### src/rtl/mdu_alu_ctrl.sv
// rtl/mdu_alu_ctrl.sv - ALU control decode, single-cycle ALU and iterative multiply/divide unit
module mdu_alu_ctrl #(
  parameter int WIDTH = 32,
  parameter int SHW   = $clog2(WIDTH)
) (
  input  logic             clk,
  input  logic             reset,
  input  logic             valid,
  input  logic [1:0]       aluop,
  input  logic [5:0]       func,
  input  logic [WIDTH-1:0] a,
  input  logic [WIDTH-1:0] b,
  input  logic [SHW-1:0]   shamt,
  output logic [3:0]       alucontrol,
  output logic [WIDTH-1:0] result,
  output logic             zero,
  output logic             ready,
  output logic             done,
  output logic [WIDTH-1:0] hi,
  output logic [WIDTH-1:0] lo
);
  typedef enum logic [1:0] {IDLE, MUL, DIV} state_t;
  state_t state, state_nxt;

  logic [SHW-1:0]     cnt;
  logic [WIDTH-1:0]   acc, q, m, dvd;
  logic               neg_q, neg_r, div0;
  logic               accept, is_mul, is_div, is_sgn, last;
  logic               a_neg, b_neg, div_ge;
  logic [WIDTH-1:0]   abs_a, abs_b, alu_res;
  logic [WIDTH-1:0]   acc_nxt, q_nxt, fin_hi, fin_lo;
  logic [WIDTH:0]     mul_sum, div_sh;
  logic [2*WIDTH-1:0] prod;

  always_comb begin
    alucontrol = 4'b0001;
    if (aluop == 2'b00) alucontrol = 4'b0010;
    else if (aluop == 2'b01) alucontrol = 4'b0110;
    else begin
      case (func)
        6'b100000: alucontrol = 4'b0010;
        6'b000000: alucontrol = 4'b1010;
        6'b000010: alucontrol = 4'b1100;
        6'b100010: alucontrol = 4'b0110;
        6'b100100: alucontrol = 4'b0000;
        6'b100101: alucontrol = 4'b0001;
        6'b101011: alucontrol = 4'b0111;
        6'b011000, 6'b011001, 6'b011010, 6'b011011,
        6'b010000, 6'b010010: alucontrol = 4'b1000;
        default:   alucontrol = 4'b0001;
      endcase
    end
  end

  assign accept = valid && ready;
  assign is_mul = aluop[1] && (func[5:1] == 5'b01100);
  assign is_div = aluop[1] && (func[5:1] == 5'b01101);
  assign is_sgn = ~func[0];
  assign last   = (cnt == SHW'(WIDTH - 1));
  assign a_neg  = is_sgn && a[WIDTH-1];
  assign b_neg  = is_sgn && b[WIDTH-1];
  assign abs_a  = a_neg ? -a : a;
  assign abs_b  = b_neg ? -b : b;

  // Shifts operate on b (the rt operand), matching the usual sll/srl encoding
  always_comb begin
    alu_res = a | b;
    case (alucontrol)
      4'b0010: alu_res = a + b;
      4'b0110: alu_res = a - b;
      4'b1010: alu_res = b << shamt;
      4'b1100: alu_res = b >> shamt;
      4'b0000: alu_res = a & b;
      4'b0111: alu_res = {{(WIDTH-1){1'b0}}, (a < b)};
      4'b1000: alu_res = (func == 6'b010000) ? hi : lo;
      default: alu_res = a | b;
    endcase
  end

  // One iteration per cycle on magnitudes; sign is restored in the completion cycle
  always_comb begin
    mul_sum = {1'b0, acc} + (q[0] ? {1'b0, m} : '0);
    div_sh  = {acc, q[WIDTH-1]};
    div_ge  = (div_sh >= {1'b0, m});
    if (state == MUL) begin
      acc_nxt = mul_sum[WIDTH:1];
      q_nxt   = {mul_sum[0], q[WIDTH-1:1]};
    end else begin
      acc_nxt = div_ge ? (div_sh[WIDTH-1:0] - m) : div_sh[WIDTH-1:0];
      q_nxt   = {q[WIDTH-2:0], div_ge};
    end
    prod = neg_q ? -{acc_nxt, q_nxt} : {acc_nxt, q_nxt};
    if (state == MUL) begin
      fin_hi = prod[2*WIDTH-1:WIDTH];
      fin_lo = prod[WIDTH-1:0];
    end else if (div0) begin
      fin_hi = dvd;
      fin_lo = '1;
    end else begin
      fin_hi = neg_r ? -acc_nxt : acc_nxt;
      fin_lo = neg_q ? -q_nxt : q_nxt;
    end
  end

  always_ff @(posedge clk or negedge reset) begin
    if (!reset) state <= IDLE;
    else        state <= state_nxt;
  end

  always_comb begin
    state_nxt = state;
    case (state)
      IDLE: begin
        if (accept && is_mul)      state_nxt = MUL;
        else if (accept && is_div) state_nxt = DIV;
      end
      MUL, DIV: if (last) state_nxt = IDLE;
      default: state_nxt = IDLE;
    endcase
  end

  always_ff @(posedge clk or negedge reset) begin
    if (!reset) begin
      cnt    <= '0;
      acc    <= '0;
      q      <= '0;
      m      <= '0;
      dvd    <= '0;
      neg_q  <= 1'b0;
      neg_r  <= 1'b0;
      div0   <= 1'b0;
      result <= '0;
      zero   <= 1'b1;
      ready  <= 1'b1;
      done   <= 1'b0;
      hi     <= '0;
      lo     <= '0;
    end else begin
      done <= 1'b0;
      if (state == IDLE) begin
        if (accept && is_mul) begin
          acc   <= '0;
          q     <= abs_b;
          m     <= abs_a;
          neg_q <= a_neg ^ b_neg;
          cnt   <= '0;
          ready <= 1'b0;
        end else if (accept && is_div) begin
          acc   <= '0;
          q     <= abs_a;
          m     <= abs_b;
          neg_q <= a_neg ^ b_neg;
          neg_r <= a_neg;
          div0  <= (b == '0);
          dvd   <= a;
          cnt   <= '0;
          ready <= 1'b0;
        end else if (accept) begin
          result <= alu_res;
          zero   <= (alu_res == '0);
          done   <= 1'b1;
        end
      end else begin
        acc <= acc_nxt;
        q   <= q_nxt;
        cnt <= cnt + 1'b1;
        if (last) begin
          hi     <= fin_hi;
          lo     <= fin_lo;
          result <= fin_lo;
          zero   <= (fin_lo == '0);
          done   <= 1'b1;
          ready  <= 1'b1;
        end
      end
    end
  end
endmodule

### config.mk
export PLATFORM = sky130hd
export DESIGN_NAME = mdu_alu_ctrl
export DESIGN_NICKNAME = d
export VERILOG_FILES = /design/src/rtl/mdu_alu_ctrl.sv
export SDC_FILE = /design/constraint.sdc
export NUM_CORES = 1
export LEC_CHECK = 0
export ABC_AREA = 1
export CAP_MARGIN = 20
export CORE_MARGIN = 3
export CORE_UTILIZATION = 45
export DETAILED_ROUTE_END_ITERATION = 10
export GPL_TIMING_DRIVEN = 0
export MAX_ROUTING_LAYER = met4
export PLACE_DENSITY_LB_ADDON = 0.05
export SLEW_MARGIN = 20
export SYNTH_ARGS = -nofsm -noshare
export SYNTH_HDL_FRONTEND = slang
export SYNTH_SLANG_ARGS = --single-unit
### constraint.sdc
create_clock -name clk -period 10.9 [get_ports clk]
set_input_delay 1.635 -clock clk [delete_from_list [all_inputs] [get_ports clk]]
set_output_delay 1.635 -clock clk [all_outputs]
set_load 0.03 [all_outputs]
# Yosys cells after proc, flatten, opt, wreduce, memory -nomap -nowiden
# Memory sizes are Yosys's and may differ from the RTL's.
# Index checks and enable logic that the tools add are counted.
word_totals:
  register_bits: 237
  mem_bits_ro: 256
  in_bits: 80
  out_inout_bits: 103
  elab_cells: 129
  mem_count: 1
memory_table:
  columns: ["memory", "words", "word_bits", "rd", "rd_ports_with_merged_regs", "wr", "line", "rtl"]
  rows:
  - ["(no name shown)", 64, 4, 1, 0, 0, "40", "case (func)"]
classes:
  add_sub_neg: 10
  order_cmp: 2
  n_eq_ne: 18
  n_shift: 2
  n_mux: 53
  n_bitwise: 6
  reduce_logical: 22
ops:
  columns: ["operator", "count"]
  rows:
  - ["$mux 32", 26]
  - ["$pmux 32 s7", 1]
  - ["$neg 32->32", 4]
  - ["$logic_not 32->1", 3]
  - ["$mux 64", 1]
  - ["$neg 64->64", 1]
  - ["$sub 32x32->32", 2]
  - ["$add 32x32->33", 1]
  - ["$ge 33x32->1", 1]
  - ["$add 32x32->32", 1]
  - ["$and 32x32->32", 1]
  - ["$lt 32x32->1", 1]
  - ["$or 32x32->32", 1]
  - ["$shl 32x5->32", 1]
  - ["$shr 32x5->32", 1]
  - ["$mux 1", 16]
  - ["$mux 5", 3]
  - ["$eq 4x4->1 const B", 3]
  - ["$eq 5x4->1 const B", 2]
  - ["$eq 4x3->1 const B", 2]
  - ["$mux 4", 2]
  - ["$ne 2x2->1 const B", 4]
  - ["$reduce_and 2->1", 4]
  - ["$logic_and 1x1->1", 7]
  - ["other kinds (17)", 24]

# Logic depth before layout (Yosys ltp)
depth:
  ltp_word: 10
  mapped_depth: 35
  ltp_nobuf: 34

# Least setup slack after synthesis
# OpenSTA, ideal clock, no wires.
synth_path:
  path_type: "input port to output port"
  startpoint: "input port func[3]"
  endpoint: "output port alucontrol[1]"
  arrival_ns: 2.443
  required_ns: 9.265
  setup_slack_ns: 6.822
  stages: 3
  n_path_buf: 0
  cell_sequence: "nor2_1 -> o21ai_0 -> o21ai_1"
synth_via:
  elab_chain_cells: 3
synth_lines:
  columns: ["element", "line", "rtl"]
  rows:
  - ["start, declared", "10", "input logic [5:0] func,"]
  - ["$mem_v2 64x4", null, null]
  - ["$mux 4", "38", "else if (aluop == 2'b01) alucontrol = 4'b0110;"]
  - ["$mux 4", "37", "if (aluop == 2'b00) alucontrol = 4'b0010;"]
  - ["end, declared", "14", "output logic [3:0] alucontrol,"]
# Every way passes these cells.

# Final worst setup path
layout_path:
  startpoint: "input port func[1]"
  endpoint: "register zero"
layout_via:
  elab_chain_cells: 10
  elab_cells_between_ends: 27
  classes_between: "eq/ne: 11; mux: 8; reduce/logical: 7; memory: 1"
layout_lines:
  columns: ["element", "line", "rtl"]
  rows:
  - ["$mem_v2 64x4", null, null]
  - ["$mux 4", "38", null]
  - ["$mux 4", "37", null]
  - ["$eq 4x4->1, or another cell as far along", "68", "case (alucontrol)"]
  - ["$pmux 32 s7", "68", null]
  - ["$logic_not 32->1", "160", "zero <= (alu_res == '0);"]
  - ["$mux 1", "158", "end else if (accept) begin"]
  - ["$mux 1", "148", "end else if (accept && is_div) begin"]
  - ["$mux 1", "141", "if (accept && is_mul) begin"]
  - ["$mux 1", "140", "if (state == IDLE) begin"]
  - ["end signal, assigned", "160", null]
  - ["end signal, assigned", "171", "zero <= (fin_lo == '0);"]
  - ["end, declared", "16", "output logic zero,"]
# Parallel ways exist; a longest one is shown, timed or not. The select of a mux whose other input is x is not followed.
# A chain may end at the register's enable or synchronous reset.

==> flow_results.org <==
** STA
- Setup repair after global routing left no endpoint under its margin.
- The clock period could shrink to 6320 ps.
- On the final layout, the worst clock skew is 45.8 ps.
- Worst-case headroom to the max-slew limit :: 0.130
- Setup violations remaining at the end of the flow were counted as 0.
- At the pin with the least slew margin, the transition time is 1290 ps.
- Final number of hold-violating endpoints :: 0
- Final sum of negative setup slack :: 0 ps
- Dividing the final minimum period by the clock period gives 0.579.
- Timing would allow up to 0.158 GHz.
- Count of pins over their slew limit :: 0

** Finish
- Number of fill cells in the layout :: 7260
- At the end of the flow, the number of nets in the layout was 5829.
- Relative to the synthesized area, the layout overhead comes to 12.7%.
- Final instance area :: 0.0344 mm2
- In the final layout, the share of cells above drive strength 1 is 0.0377.
- Non-filler instance count after layout :: 6476

** Synthesis
- The synthesized design contains 237 register bits.
- Yosys top cell area share :: 0.201
- Number of enable flip-flop cells after synthesis :: 0
- During synthesis, Yosys emitted a total of 0 warnings.
- Synthesis produced a netlist with a net count of 5618.
- Yosys mapped the design onto 66 distinct sky130hd cell types.
- Sequential-to-total area share from yosys stat :: 0.194
- Summed over all instances, the cell type with the most area after synthesis is nand2_1.
- Syn Inst Count :: 5366
- Of all flip-flops after synthesis, the portion carrying an async set or reset was 1.00.
- In this run the cell area of the synthesized design comes to 0.0306 mm2.
- Yosys attributes the largest share of cell area to nand2_1, dfrtp_1, nand3_1.
- Per-instance average area after synthesis :: 5.69 um2
- In the synthesized netlist the dominant register cell turns out to be dfrtp_1.

** CTS
- In this run the number of H-tree levels came out at 1.
- In this run, CTS created clock tree buffers numbering 26.
- Number of buffers inserted to repair setup after CTS :: 0
- CTS tree :: yes
- At the later pin of the worst-skew pair, clock insertion delay measures 590 ps.
- The clock drives 237 sinks.
- Hold buffer count at CTS :: 0
- Clock-pin slew was measured on the worst setup and hold paths at 70 ps.
- Worst-case clock buffer depth :: 3
- The tree is rooted in a clkbuf_16.
- Number of instances resized during post-cts repair :: 0

** GRT
- Total routing resource utilization after global routing :: 0.514
- Number of antenna violations at the first check in global routing :: 17
- Global-route wire length before repair :: 257000 um
- Residual overflow from global routing :: 0
- Largest net degree at the start of global routing :: 95
- Number of global-route vias before repair :: 37.1k

** Critical path
- The critical path is of the input pin to register type.
- Data required time of the worst path :: 11430 ps
- Tracing the worst setup path back leads to its startpoint at func[1].
- In this run the worst path has a maximum fanout of 10.
- Worst r2r path cells :: 30
- R2R Path Start :: acc[1]
- Data arrival time at the worst-slack endpoint :: 6840 ps
- Reg2Reg Setup Slack :: 5670 ps
- Capturing point of the worst reg2reg path :: zero
- Critical path capture point type :: register
- The worst setup path is launched from an input pin.
- The most critical setup path has its endpoint at zero.

** Floorplan
- The initial utilization of the core area, before any placement, comes to 0.459.
- In this run the standard cell core region covers 0.0666 mm2.
- The floorplan step defined a die boundary enclosing 0.0711 mm2.
- In this run the count of I/O pins placed on the die edge is 183.
- Placement Rows :: 94
- The die is 267 um tall.
- Measured along the x axis, the die boundary spans 267 um.

** Drt
- After detailed routing, the number of vias per cell comes to 6.27.
- In this run, the number of DRC markers left after iteration 0 of detailed routing was 6505.
- The first TritonRoute pass finished after 9 iterations.
- Dividing the detail-routed wire length by the instance count gives 28.4 um.
- Number of vias after detailed routing :: 40.6k
- After detailed routing, the number of remaining DRC violations is 0.
- Total wirelength of the detailed-routed design :: 184000 um
- Antenna viol nets, final :: 0

** Placement
- Port bufs :: 178
- Routability-driven placement finished with a final weighted congestion of 1.22.
- DPL Wire Length :: 153000 um
- After detailed placement, the design holds a cell count of 6412.
- Standard cell area after detailed placement :: 0.0335 mm2

** Power
- Power per cell area :: 252 mW/mm2
- VDD sags by at most 0.162 mV.
- Power comes to 8.68 mW.
- The analysis attributes to cell leakage a power of 17.6 nW.

** Status
- Status :: complete, no violations

** Run
- Count of max-cap constraint violations :: 0

** Worst hold path
- Kind of path behind the tightest hold check :: register to register
==> layout make-up <==
class / count / area [um2] / share of cell area
well taps: 864 / 1080 / 0.0314
multi-input cells: 4275 / 21300 / 0.620
flip-flops and latches: 237 / 5930 / 0.172
repair buffers: 183 / 1880 / 0.0547
inverters: 634 / 2380 / 0.0691
diodes: 16 / 40.0 / 0.00116
clock buffers: 32 / 693 / 0.0201
clock inverters: 15 / 174 / 0.00505
plain buffers: 220 / 910 / 0.0264
==> per-stage QoR <==
stage / worst slack, ps / util / hold slack (ps)
detailed placement: 4550 / 0.503 / 474
global placement: -2290 / 0.502 / 468
finish: 4580 / 0.517 / 483
CTS: 5150 / 0.516 / 485
global route: 4710 / 0.517 / 505
floorplan: 6820 / - / 448
==> worst min path at each step <==
stage	startpoint	endpoint	slack, ps	cells past startpoint
2_1_floorplan	dvd[18]	dvd[18]	450	2
3_3_place_gp	result[10]	result[10]	470	2
3_5_place_dp	dvd[10]	dvd[10]	470	2
4_1_cts	zero	zero	480	2
5_1_grt	zero	zero	500	2
6_report	zero	zero	480	2
==> layout by cell type, fill, tap and decap left out, types with 84 or more instances in the layout <==
cell | Yosys | routed
dfrtp_1 | 235 | 235
nand2_1 | 1639 | 1639
o21ai_0 | 400 | 399
a21oi_1 | 227 | 227
xor2_1 | 84 | 84
nand4_1 | 92 | 92
inv_1 | 614 | 614
nand3_1 | 597 | 597
clkdlybuf4s50_1 | 0 | 177
nor2_1 | 623 | 623
clkbuf_1 | 155 | 159
ha_1 | 168 | 168
==> metal layers <==
metal,routed length (um),global-route usage
met5,0,-
met4,22100,0.472
met3,23000,0.131
met2,75900,0.749
met1,62800,0.576
==> critical path: stages <==
cell             delay, ps
clkdlybuf4s50_1        650
nor2_1                 290
nand4_1                820
clkbuf_1               470
o21ai_0                930
o22ai_1                200
nor2_1                 380
nand4_1                570
nor2_1                 240
nand3_1                 90
nor2_1                 120
nand4_1                140
nand2_1                160
nand2_1                 60
nand2_1                 70
==> synth_stat cells (5+ instances only) <==
cell,n
clkinv_1,8
o211ai_1,52
buf_2,22
a31oi_1,21
nor2_2,21
nand3b_1,26
nand2_4,5
and2_1,6
xor2_1,84
nand2_2,21
o21bai_1,21
o21ai_1,15
a22oi_1,5
nor2_1,623
nand3_1,597
inv_2,12
nor2_4,13
o221ai_1,24
o21a_1,7
clkbuf_1,155
nand2_1,1639
buf_6,7
nor3_1,55
nand3_2,8
xnor2_1,6
inv_1,614
ha_1,168
o22ai_1,29
a21o_1,6
a21oi_1,227
nand4_1,92
buf_1,35
o2111ai_1,7
o21ai_0,400
dfrtp_1,235
or2_2,32
nor4_1,16
==> cells by family (layout without fill, tap and decap cells) <==
logic type      after synthesis  after routing  synth area share
xor+xnor                     90             90            0.0258
flops                       237            237             0.194
mux                           2              2          0.000696
other cells                   0             16                 0
buf+inv                     854           1084             0.108
compound gates              844            844             0.156
fa+ha+maj                   172            172            0.0714
simple gates               3167           3167             0.444
==> sequential cells by signal, indices dropped and copies added (netlist names) <==
| name | count |
|---|---|
| acc | 32 |
| cnt | 5 |
| div0 | 1 |
| done | 1 |
| dvd | 32 |
| hi | 32 |
| lo | 32 |
| m | 32 |
| neg_q | 1 |
| neg_r | 1 |
| q | 32 |
| ready | 1 |
| result | 32 |
| state | 2 |
| zero | 1 |
==> report_power, final <==
group	switching [mW]	internal, mW
clock	0.423	0.526
sequential	0.287	1.12
combinational	4.63	1.69
total	5.34	3.34
Note: power is estimated with default switching activity, not from simulation.
